<file path="src/rtl/alu_pkg.sv">
// Shared definitions for the multi-cycle ALU.
//   - op[5:4] mode encoding (basic / MUL / DIVU / REMU)
//   - op[3:0] basic-control encoding, unchanged from the single-cycle ALU
//   - controller state encoding
package alu_pkg;

  localparam logic [1:0] MODE_BASIC = 2'b00;
  localparam logic [1:0] MODE_MUL   = 2'b01;
  localparam logic [1:0] MODE_DIVU  = 2'b10;
  localparam logic [1:0] MODE_REMU  = 2'b11;

  localparam logic [3:0] CTL_AND = 4'b0000;
  localparam logic [3:0] CTL_OR  = 4'b0001;
  localparam logic [3:0] CTL_ADD = 4'b0010;
  localparam logic [3:0] CTL_SUB = 4'b0110;
  localparam logic [3:0] CTL_SLT = 4'b0111;
  localparam logic [3:0] CTL_NOR = 4'b1100;

  typedef enum logic [1:0] {
    ST_IDLE = 2'b00,
    ST_BUSY = 2'b01,
    ST_DONE = 2'b10
  } state_e;

endpackage

</file>
<file path="src/rtl/alu_basic_comb.sv">
// Combinational W-bit basic ALU unit (logic and add-class ops).
// Ports:
//   ctl_i [3:0]  basic control: [3] invert A, [2] invert B and carry-in,
//                [1:0] select (00 AND, 01 OR, 10 SUM, 11 SLT)
//   a_i, b_i     operands
//   y_o          result
//   ovf_o        signed overflow, only for the SUM select
module alu_basic_comb #(
  parameter int W = 32
) (
  input  logic [3:0]   ctl_i,
  input  logic [W-1:0] a_i,
  input  logic [W-1:0] b_i,
  output logic [W-1:0] y_o,
  output logic         ovf_o
);

  logic [W-1:0] ai;
  logic [W-1:0] bi;
  logic [W-1:0] sum;

  always_comb begin
    ai  = ctl_i[3] ? ~a_i : a_i;
    bi  = ctl_i[2] ? ~b_i : b_i;
    // Carry-in equals the B-invert bit so that ~b + 1 forms -b for SUB/SLT.
    sum = ai + bi + {{(W-1){1'b0}}, ctl_i[2]};
    y_o = '0;
    unique case (ctl_i[1:0])
      2'b00: y_o = ai & bi;
      2'b01: y_o = ai | bi;
      2'b10: y_o = sum;
      2'b11: y_o = {{(W-1){1'b0}}, sum[W-1]};
      default: y_o = '0;
    endcase
    ovf_o = (ctl_i[1:0] == 2'b10) && (ai[W-1] == bi[W-1]) && (sum[W-1] != ai[W-1]);
  end

endmodule

</file>
<file path="src/rtl/alu_mc.sv">
// Multi-cycle ALU with valid/ready handshakes on both sides.
// Basic ops complete in one cycle; unsigned MUL (shift-add), DIVU and REMU
// (restoring division) iterate one bit per cycle for W cycles.
// Ports:
//   clk, rst_n            clock, synchronous active-low reset
//   in_valid / in_ready   request handshake; op, a, b latched on transfer
//   op [5:0]              [5:4] mode, [3:0] basic control
//   out_valid / out_ready result handshake; outputs held until consumed
//   result, zero, ovf, dbz registered result and flags
//
// state     | meaning
// ST_IDLE   | no operation, ready for a request
// ST_BUSY   | iterating MUL/DIVU/REMU, counter counts 0..W-1
// ST_DONE   | result held on the outputs until out_ready
module alu_mc
  import alu_pkg::*;
#(
  parameter int W  = 32,
  parameter int CW = $clog2(W) + 1
) (
  input  logic         clk,
  input  logic         rst_n,
  input  logic         in_valid,
  output logic         in_ready,
  input  logic [5:0]   op,
  input  logic [W-1:0] a,
  input  logic [W-1:0] b,
  output logic         out_valid,
  input  logic         out_ready,
  output logic [W-1:0] result,
  output logic         zero,
  output logic         ovf,
  output logic         dbz
);

  state_e state_q, state_d;

  logic [CW-1:0] cnt_q;
  logic [1:0]    mode_q;
  // MUL: acc = partial product, shift = multiplier, mcand = multiplicand.
  // DIV: acc = partial remainder, shift = dividend/quotient, mcand = divisor.
  logic [W-1:0]  acc_q;
  logic [W-1:0]  shift_q;
  logic [W-1:0]  mcand_q;
  logic [W-1:0]  result_q;
  logic          zero_q;
  logic          ovf_q;
  logic          dbz_q;

  logic          accept;
  logic          last_iter;
  logic          op_basic;
  logic [W-1:0]  basic_y;
  logic          basic_ovf;

  logic [W-1:0]  iter_acc;
  logic [W-1:0]  iter_shift;
  logic [W-1:0]  iter_mcand;
  logic [W-1:0]  iter_final;
  logic [W:0]    rem_sh;
  logic [W:0]    rem_diff;
  logic          rem_ge;

  alu_basic_comb #(.W(W)) u_basic (
    .ctl_i (op[3:0]),
    .a_i   (a),
    .b_i   (b),
    .y_o   (basic_y),
    .ovf_o (basic_ovf)
  );

  assign in_ready  = (state_q == ST_IDLE) || ((state_q == ST_DONE) && out_ready);
  assign accept    = in_valid && in_ready;
  assign op_basic  = (op[5:4] == MODE_BASIC);
  assign last_iter = (state_q == ST_BUSY) && (cnt_q == CW'(W - 1));

  assign out_valid = (state_q == ST_DONE);
  assign result    = result_q;
  assign zero      = zero_q;
  assign ovf       = ovf_q;
  assign dbz       = dbz_q;

  always_ff @(posedge clk) begin
    if (!rst_n) begin
      state_q <= ST_IDLE;
    end else begin
      state_q <= state_d;
    end
  end

  always_comb begin
    state_d = state_q;
    unique case (state_q)
      ST_IDLE: begin
        if (accept) state_d = op_basic ? ST_DONE : ST_BUSY;
      end
      ST_BUSY: begin
        if (last_iter) state_d = ST_DONE;
      end
      ST_DONE: begin
        if (accept) begin
          state_d = op_basic ? ST_DONE : ST_BUSY;
        end else if (out_ready) begin
          state_d = ST_IDLE;
        end
      end
      default: state_d = ST_IDLE;
    endcase
  end

  // One iteration step for whichever multi-cycle op is in flight.
  always_comb begin
    rem_sh     = {acc_q, shift_q[W-1]};
    rem_diff   = rem_sh - {1'b0, mcand_q};
    rem_ge     = (rem_sh >= {1'b0, mcand_q});
    iter_acc   = acc_q;
    iter_shift = shift_q;
    iter_mcand = mcand_q;
    if (mode_q == MODE_MUL) begin
      iter_acc   = acc_q + (shift_q[0] ? mcand_q : '0);
      iter_shift = shift_q >> 1;
      iter_mcand = mcand_q << 1;
    end else begin
      // A zero divisor always compares "greater or equal", which naturally
      // yields an all-ones quotient and leaves the dividend as remainder.
      iter_acc   = rem_ge ? rem_diff[W-1:0] : rem_sh[W-1:0];
      iter_shift = {shift_q[W-2:0], rem_ge};
    end
    iter_final = (mode_q == MODE_DIVU) ? iter_shift : iter_acc;
  end

  always_ff @(posedge clk) begin
    if (!rst_n) begin
      cnt_q    <= '0;
      mode_q   <= MODE_BASIC;
      acc_q    <= '0;
      shift_q  <= '0;
      mcand_q  <= '0;
      result_q <= '0;
      zero_q   <= 1'b0;
      ovf_q    <= 1'b0;
      dbz_q    <= 1'b0;
    end else if (accept) begin
      mode_q <= op[5:4];
      if (op_basic) begin
        result_q <= basic_y;
        zero_q   <= (basic_y == '0);
        ovf_q    <= basic_ovf;
        dbz_q    <= 1'b0;
      end else begin
        cnt_q   <= '0;
        acc_q   <= '0;
        shift_q <= (op[5:4] == MODE_MUL) ? b : a;
        mcand_q <= (op[5:4] == MODE_MUL) ? a : b;
      end
    end else if (state_q == ST_BUSY) begin
      cnt_q   <= cnt_q + 1'b1;
      acc_q   <= iter_acc;
      shift_q <= iter_shift;
      mcand_q <= iter_mcand;
      if (last_iter) begin
        result_q <= iter_final;
        zero_q   <= (iter_final == '0);
        ovf_q    <= 1'b0;
        dbz_q    <= (mode_q != MODE_MUL) && (mcand_q == '0);
      end
    end
  end

endmodule

</file>
<file path="config.mk">
export PLATFORM = sky130hd
export DESIGN_NAME = alu_mc
export DESIGN_NICKNAME = d
export VERILOG_FILES = /design/src/rtl/alu_pkg.sv /design/src/rtl/alu_basic_comb.sv /design/src/rtl/alu_mc.sv
export SDC_FILE = /design/constraint.sdc
export NUM_CORES = 1
export LEC_CHECK = 0
export ABC_AREA = 1
export CAP_MARGIN = 20
export CORE_ASPECT_RATIO = 0.5
export CORE_MARGIN = 4
export CORE_UTILIZATION = 40
export CTS_CLUSTER_DIAMETER = 100
export DETAILED_ROUTE_END_ITERATION = 10
export SLEW_MARGIN = 20
export SYNTH_ARGS = -nofsm -noshare
export SYNTH_HDL_FRONTEND = slang
export SYNTH_HIERARCHICAL = 1
export SYNTH_SLANG_ARGS = --single-unit
</file>
<file path="constraint.sdc">
create_clock -name clk -period 5.4 [get_ports clk]
set_clock_uncertainty 0.05 [all_clocks]
set_input_delay 0.54 -clock clk [delete_from_list [all_inputs] [get_ports clk]]
set_output_delay 0.54 -clock clk [all_outputs]
set_load 0.1 [all_outputs]
</file>
==> results of run 1 <==
[cells by family after synthesis]
| family | count (synthesis) | share of synthesized area |
|---|---|---|
| AOI/OAI and AO/OA | 539 | 0.175 |
| xor gates and xnor gates | 74 | 0.0378 |
| adders and majority gates | 131 | 0.0969 |
| buffers and inverters | 550 | 0.124 |
| DFF | 141 | 0.165 |
| muxes | 63 | 0.0414 |
| and+or+nand+nor | 1443 | 0.360 |
[per-stage QoR]
step	utilization	hold slack (ns)	setup slack [ns]	total power (W)
final	0.456	0.422	1.27	0.00599
after global routing	0.456	0.444	1.09	0.00638
after CTS	0.456	0.419	1.45	0.00589
after detailed placement	0.442	0.409	1.09	0.00465
after global placement	0.442	0.406	1.09	0.00465
after floorplan	-	0.395	1.89	0.00365
[registers in the layout (all words and copies together) (netlist names)]
signal   flops
acc_q       32
cnt_q        6
dbz          1
mcand_q     32
mode_q       2
ovf          1
result      32
shift_q     32
state_q      2
zero         1
[per-layer routing]
metal  share of wire  vias to the layer above  wire [microns]  track usage
met1            0.50                     9115           35200        0.460
li1                -                     9661               -            -
met2            0.40                      748           28300        0.424
met3           0.079                       70            5550       0.0368
met5         0.00010                        -               7            0
met4           0.014                        2             981       0.0491
[final cells by class]
cell class,instances,area [sq um]
Timing Repair Buffer,131,1260
Clock buffer,18,439
Tap cell,577,722
Multi-Input combinational cell,2250,12200
Sequential cell,141,2820
Clock inverter,14,150
Fill cell,4723,22900
Inverter,434,1630
[cell usage in the layout, fill, tap and decap left out, types with 30 or more instances in the layout]
cell | synthesis | final
nand3_1 | 203 | 203
clkdlybuf4s50_1 | 0 | 107
inv_1 | 429 | 425
nor2_1 | 169 | 166
nand2_1 | 889 | 886
ha_1 | 128 | 128
o211ai_1 | 40 | 40
a21oi_1 | 218 | 217
nand4_1 | 62 | 62
a31oi_1 | 30 | 30
o21ai_0 | 192 | 192
xnor2_1 | 46 | 46
mux2_2 | 63 | 63
dfxtp_1 | 141 | 141
[path summary, 6_finish.rpt]
kind,start,end,slack [ns],cells after the start
hold reg to reg,result[22],result[22],0.42,2
setup / recovery,shift_q[0],zero,1.27,20
setup reg to reg,shift_q[0],zero,1.27,20
hold / removal,result[22],result[22],0.42,2
[power groups by stage]
| stage | clock network (W) | registers [W] | logic, W |
|---|---|---|---|
| after global placement | 0 | 0.00126 | 0.00339 |
| after CTS | 0.00125 | 0.00124 | 0.00340 |
| after detailed placement | 0 | 0.00126 | 0.00339 |
| after global routing | 0.00130 | 0.00125 | 0.00383 |
| after floorplan | 0 | 0.00132 | 0.00233 |
| final | 0.00125 | 0.00124 | 0.00349 |
[tightest hold or removal path: stages (launching register included)]
cell and delay, ns:
dfxtp_1 0.31, nand2_1 0.06, a21oi_1 0.05
==> impl_metrics.py, run 1 <==
metrics = {
    "worst_setup_path": {
        "crit_slowest_cell": "dfxtp_1",
        "cp-start-kind": "flip-flop",
        "slowest_delay_ns": 0.77,
        "crit_top_cell": "nand2_1",
        "crit_type": "reg2reg",
        "critPathRequiredTime_ns": 5.72,
        "worst_setup_path_end_kind": "flip-flop",
        "crit_arrival_ns": 4.45,
        "cp_num_buf_inv": 3,
        "critPathTopFamily": "simple AND/OR/NAND/NOR gates",
        "cp_cell_sequence": "buf_4 > nand2_1 > inv_1 > ha_1 > nand2_1 > nor2_1 > inv_1 > nor2_1 > nand4_1 > nand3_1 > nand2_1 > nand3_1 > nand3_1 > nand2_1 > nand2_1 > nor2_1 > nand2_1 > nor2_1 > nand3_1 > a21oi_1",
        "worstPathMaxFanout": 20,
    },
    "clock_tree": {
        "clk_latency_ns": 0.45,
        "clk_root_buffer_cell": "clkbuf_16",
        "htree_levels": 4,
        "clk_path_buf_depth": 2,
        "cts.sinks": 141,
        "post_cts_resized": 0,
        "clk_pin_slew_ns": 0.07,
        "cts_buffers": 17,
        "tritoncts": "built",
        "post_cts_buffers": 0,
        "ctsHoldBuffers": 0,
    },
    "sta": {
        "min_period_ns": 4.13,
        "hold_viol": 0,
        "setup_viol": 0,
        "final.setup.tns_ns": 0,
        "fmax_ghz": 0.242,
        "drv_slew": 0,
        "fin_crit_sh": 0.766,
        "slew_headroom": 0.259,
        "tightest_slew_ns": 1.11,
        "rsz0062_at_grt": "no",
    },
    "layout": {
        "drive_above_1_share": 0.0636,
        "final_cells": 3565,
        "syn2layout_area_growth_pct": 12.2,
        "nets": 3180,
        "final_cell_area_sq_mm": 0.0192,
        "antenna_cells": 0,
    },
    "logic_synthesis": {
        "yosysSeqAreaShare": 0.165,
        "syn-num-nets": 3146,
        "synth_cell_types": 50,
        "synth_common_cells": "nand2_1 (889), inv_1 (429), a21oi_1 (218)",
        "synth_top_area_cell": "nand2_1",
        "synth_edf_count": 0,
        "syn_area_per_cell_sq_um": 5.83,
        "synth_seq_cells": 141,
        "synthFlopType": "dfxtp_1",
        "yosys-top-cells-area": "nand2_1 (19%), dfxtp_1 (16%), inv_1 (9.4%), ha_1 (9.3%), a21oi_1 (6.4%)",
        "yosysWarnings": 6,
        "synth_top_area_frac": 0.195,
        "synthArstFlopShare": 0,
        "yosysMostFrequentCell": "nand2_1",
        "synth_area_sq_mm": 0.0171,
        "postSynthCellCount": 2941,
    },
    "outcome": {
        "status": "complete, no violations",
    },
    "placement": {
        "gp_congestion": 0.983,
        "dp_hpwl_microns": 55600,
        "place_area_sq_mm": 0.0187,
        "dp_cells": 3533,
        "portBuffers": 110,
    },
    "die": {
        "initial_utilization": 0.406,
        "die_h_microns": 154,
        "rows": 53,
        "ioPinCount": 111,
        "die_area_sq_mm": 0.0464,
        "fp.dieW_microns": 301,
        "core-area_sq_mm": 0.0422,
    },
    "power_and_ir_drop": {
        "p_int_w": 0.00286,
        "p_per_area_mw_per_mm2": 311,
        "leakagePower_nw": 9.41,
        "seqPwrFrac": 0.208,
        "ir_drop_mv": 0.258,
        "swShare": 0.521,
        "switchingPower_w": 0.00312,
        "p_clk_frac": 0.209,
        "power.share.combinational": 0.584,
    },
    "grt": {
        "grt.total_usage": 0.292,
        "grt_pass1_wl_microns": 106000,
        "grt_pass1_vias": 17500,
        "antenna_found_initial": 2,
        "grt_max_degree": 104,
        "grt-ovfl-total": 0,
    },
    "route": {
        "wl_per_cell_microns": 19.7,
        "ant_nets": 0,
        "drt_iter0_drc": 2350,
        "totalWireLength_microns": 70100,
        "drc": 0,
        "avgViaCountPerCell": 5.50,
        "drt-pass1-iter-count": 6,
        "vias": 19600,
    },
    "min_path": {
        "hold_class": "reg2reg",
    },
    "job": {
        "drv_cap": 0,
    },
}
Note: power is estimated with default switching activity, not from simulation.
==> inputs of run 2 (changes only) <==
- clock period: 5.4 -> 4.3 ns (I/O delays scaled with it)
==> impl_metrics.py, run 2 (synthesis gave the netlist of run 1 again) <==
metrics = {
    "outcome": {
        "status": "complete, no violations",
    },
    "grt": {
        "antenna_found_initial": 3,
        "grt_pass1_vias": 17800,
        "grt-ovfl-total": 0,
        "grt.total_usage": 0.289,
        "grt_pass1_wl_microns": 105000,
        "grt_max_degree": 104,
    },
    "job": {
        "drv_cap": 0,
    },
    "sta": {
        "drv_slew": 0,
        "fin_ws_ns": 0.405,
        "tightest_slew_ns": 1.01,
        "slew_headroom": 0.327,
        "fin_crit_sh": 0.906,
        "min_period_ns": 3.89,
        "rsz0062_at_grt": "no",
        "whs_ns": 0.421,
        "hold_viol": 0,
        "final.setup.tns_ns": 0,
        "setup_viol": 0,
        "fmax_ghz": 0.257,
    },
    "worst_setup_path": {
        "worst_setup_path_end_kind": "flip-flop",
        "crit_top_cell": "nand2_1",
        "r2r_start": "mcand_q[10]",
        "crit_type": "reg2reg",
        "reg2reg_depth": 19,
        "cp_cell_sequence": "inv_1 > ha_1 > nand2_1 > nand2_1 > a21oi_1 > nor2_2 > nor2_2 > nand2_2 > nand2_4 > nand2_8 > nand3_1 > nand4_1 > nand2_1 > nand2_1 > nor2_1 > nand2_1 > nor2_1 > nand3_1 > a21oi_1",
        "cp_num_buf_inv": 1,
        "r2r_slack_ns": 0.41,
        "slowest_delay_ns": 0.44,
        "crit_slowest_cell": "dfxtp_1",
        "worstPathMaxFanout": 37,
        "cp-start-kind": "flip-flop",
        "critPathRequiredTime_ns": 4.62,
        "critPathTopFamily": "simple AND/OR/NAND/NOR gates",
        "crit_arrival_ns": 4.22,
        "r2r-end": "zero",
        "cp-startpoint": "mcand_q[10]",
    },
    "clock_tree": {
        "clk_pin_slew_ns": 0.07,
        "post_cts_resized": 0,
        "cts.sinks": 141,
        "clk_root_buffer_cell": "clkbuf_16",
        "clk_latency_ns": 0.44,
        "post_cts_buffers": 0,
        "clk_path_buf_depth": 2,
        "cts_buffers": 17,
        "htree_levels": 4,
        "tritoncts": "built",
        "ctsHoldBuffers": 0,
    },
    "power_and_ir_drop": {
        "p_per_area_mw_per_mm2": 393,
        "ir_drop_mv": 0.266,
        "power.total_w": 0.00775,
        "leakagePower_nw": 9.69,
    },
    "route": {
        "drt_iter0_drc": 2477,
        "totalWireLength_microns": 69500,
        "avgViaCountPerCell": 5.48,
        "ant_nets": 0,
        "drt-pass1-iter-count": 6,
        "wl_per_cell_microns": 19.2,
        "vias": 19800,
        "drc": 0,
    },
    "die": {
        "rows": 53,
        "die_h_microns": 154,
        "ioPinCount": 111,
        "initial_utilization": 0.406,
        "fp.dieW_microns": 301,
        "die_area_sq_mm": 0.0464,
        "core-area_sq_mm": 0.0422,
    },
    "layout": {
        "fillers": 4657,
        "syn2layout_area_growth_pct": 15.1,
        "utilization": 0.468,
        "nets": 3230,
        "final_common_cell": "nand2_1",
        "layout_common_cells": "nand2_1 (886), inv_1 (426), a21oi_1 (217)",
        "drive_above_1_share": 0.0790,
    },
    "min_path": {
        "hold_class": "reg2reg",
        "min_from": "mode_q[1]",
        "whs_path_depth": 2,
        "holdPathEnd": "mode_q[1]",
    },
    "placement": {
        "gp_congestion": 0.967,
        "dpl_worst_slack_ns": 0.250,
        "dp_hpwl_microns": 55200,
        "portBuffers": 110,
    },
}
run 2: cell types whose count changed in the layout (fill, tap and decap cells not counted):
cell	previous run	this run
clkinv_2	2	0
buf_4	20	68
clkdlybuf4s50_1	107	106
inv_1	425	426
clkbuf_8	1	0
clkinv_8	1	3
diode_2	0	4
bufinv_16	1	3
clkinv_4	2	1
buf_12	1	4
inv_2	7	6
run 2: worst min-delay path: cells and delay by family, from the launching register on:
kind            cells  cell delay, ns
flops               1            0.31
simple gates        1            0.06
compound gates      1            0.06
run 2: power by group:
part	internal [W]	switching, W	total (W)
combinational	0.00141	0.00308	0.00449
clock	0.000950	0.000753	0.00170
sequential	0.00143	0.000122	0.00155
total	0.00379	0.00395	0.00775
run 2: how the worst max path moves through the flow:
stage	endpoint	slack, ns	cells past startpoint
2_1_floorplan	shift_q[11]	0.90	10
3_3_place_gp	zero	0.28	16
3_5_place_dp	zero	0.25	16
4_1_cts	zero	0.60	20
5_1_grt	zero	0.23	20
6_report	zero	0.41	19
run 2: routing by layer:
layer  share of wire  vias to the layer above  GRT usage
met5               0                        -          0
met4           0.015                        0     0.0522
met3           0.098                       51     0.0509
met2            0.40                      832      0.420
met1            0.48                     9172      0.444
li1                -                     9766          -
run 2: final cells by class:
class                           count  area [sq um]  area share
Multi-Input combinational cell   2250         12200       0.620
Sequential cell                   141          2820       0.143
Timing Repair Buffer              181          1670      0.0845
Inverter                          434          1630      0.0826
Tap cell                          577           722      0.0366
Clock buffer                       17           425      0.0216
Clock inverter                     15           224      0.0114
Antenna cell                        4          10.0    0.000508
run 2: per-stage QoR:
step	cell area [sq um]	std cells
after floorplan	17100	2941
after global routing	19700	3618
after global placement	19100	3583
after CTS	19700	3615
final	19700	3619
after detailed placement	19100	3583
==> inputs of run 3 (changes only) <==
- clock period: 4.3 -> 5.05 ns (I/O delays scaled with it)
==> impl_metrics.py, run 3 (synthesis gave the netlist of run 1 again) <==
metrics = {
    "outcome": {
        "status": "complete, no violations",
    },
    "clock_tree": {
        "ctsHoldBuffers": 0,
        "clk_root_buffer_cell": "clkbuf_16",
        "clk_latency_ns": 0.43,
        "clk_pin_slew_ns": 0.08,
        "post_cts_resized": 0,
        "clk_path_buf_depth": 2,
        "cts.sinks": 141,
        "cts_buffers": 17,
        "tritoncts": "built",
        "htree_levels": 4,
        "post_cts_buffers": 0,
    },
    "sta": {
        "tightest_slew_ns": 1.03,
        "hold_viol": 0,
        "rsz0062_at_grt": "no",
        "final.setup.tns_ns": 0,
        "min_period_ns": 4.06,
        "drv_slew": 0,
        "fin_ws_ns": 0.989,
        "slew_headroom": 0.312,
        "fmax_ghz": 0.246,
        "fin_crit_sh": 0.804,
        "setup_viol": 0,
    },
    "grt": {
        "grt-ovfl-total": 0,
        "grt.total_usage": 0.289,
        "antenna_found_initial": 1,
        "grt_pass1_wl_microns": 104000,
        "grt_max_degree": 96,
        "grt_pass1_vias": 17700,
    },
    "job": {
        "drv_cap": 0,
    },
    "route": {
        "drt_iter0_drc": 2151,
        "drc": 0,
        "ant_nets": 0,
        "drt-pass1-iter-count": 6,
        "avgViaCountPerCell": 5.39,
        "totalWireLength_microns": 69100,
        "wl_per_cell_microns": 19.3,
        "vias": 19300,
    },
    "worst_setup_path": {
        "cp-startpoint": "shift_q[0]",
        "r2r-end": "zero",
        "r2r_slack_ns": 0.99,
        "critPathCapture": "zero",
        "r2r_start": "shift_q[0]",
        "reg2reg_depth": 19,
        "crit_type": "reg2reg",
        "crit_arrival_ns": 4.37,
        "worstPathMaxFanout": 21,
        "critPathTopFamily": "simple AND/OR/NAND/NOR gates",
        "cp_cell_sequence": "buf_4 > nand2_1 > inv_1 > ha_1 > a21oi_1 > o21ai_0 > a21oi_1 > nor2_1 > nor2_1 > nand3b_1 > nand3_1 > nand3_1 > nand2_1 > nand2_1 > inv_1 > nand2_1 > nor2_1 > nand3_1 > a21oi_1",
        "critPathRequiredTime_ns": 5.36,
        "slowest_delay_ns": 0.74,
        "worst_setup_path_end_kind": "flip-flop",
        "crit_slowest_cell": "dfxtp_1",
        "cp-start-kind": "flip-flop",
        "cp.depth": 19,
        "crit_top_cell": "nand2_1",
        "cp_num_buf_inv": 3,
    },
    "layout": {
        "nets": 3188,
        "utilization": 0.458,
        "drive_above_1_share": 0.0658,
        "layout_common_cells": "nand2_1 (886), inv_1 (426), a21oi_1 (217)",
        "final_common_cell": "nand2_1",
        "syn2layout_area_growth_pct": 12.8,
    },
    "placement": {
        "dp_hpwl_microns": 55600,
        "portBuffers": 110,
        "gp_congestion": 0.956,
        "dpl_worst_slack_ns": 0.848,
    },
    "min_path": {
        "hold_class": "reg2reg",
    },
    "die": {
        "core-area_sq_mm": 0.0422,
        "die_area_sq_mm": 0.0464,
        "die_h_microns": 154,
        "fp.dieW_microns": 301,
        "initial_utilization": 0.406,
        "rows": 53,
        "ioPinCount": 111,
    },
    "power_and_ir_drop": {
        "leakagePower_nw": 9.46,
        "ir_drop_mv": 0.215,
        "power.total_w": 0.00643,
        "p_per_area_mw_per_mm2": 332,
    },
}
run 3: worst min-delay path, cell delays in order (launching register included):
cell and delay, ns:
dfxtp_1 0.32, nand2_1 0.06, a21oi_1 0.05
run 3: layout make-up:
class	instances	area, sq um
Tap cell	577	722
Fill cell	4636	22800
Clock inverter	14	176
Clock buffer	18	439
Multi-Input combinational cell	2250	12200
Antenna cell	1	2.50
Sequential cell	141	2820
Inverter	434	1630
Timing Repair Buffer	139	1320
run 3: worst min path at each step:
stage | from | endpoint | slack, ns | cells past startpoint
6_report | result[4] | result[4] | 0.42 | 2
2_1_floorplan | mode_q[1] | mode_q[1] | 0.40 | 2
5_1_grt | result[19] | result[19] | 0.43 | 2
4_1_cts | result[19] | result[19] | 0.42 | 2
3_3_place_gp | mode_q[1] | mode_q[1] | 0.41 | 2
3_5_place_dp | result[19] | result[19] | 0.41 | 2
run 3: power by group:
part / leakage [nW] / total (W) / internal, W / switching [W]
combinational: 8.00 / 0.00372 / 0.00114 / 0.00259
sequential: 1.15 / 0.00133 / 0.00122 / 0.000112
clock: 0.304 / 0.00137 / 0.000764 / 0.000609
run 3: per-stage QoR:
step	hold WS (ns)	cell area [sq um]	std cells
finish	0.420	19300	3574
global route	0.434	19300	3574
CTS	0.419	19300	3573
detailed placement	0.408	18700	3541
global placement	0.406	18700	3541
floorplan	0.395	17100	2941
run 3: layer usage:
layer,GRT usage,vias to the layer above,wire [microns]
met5,0,-,0
met4,0.0418,0,758
met3,0.0578,45,5870
met2,0.430,664,28300
met1,0.435,8898,34200
li1,-,9660,-
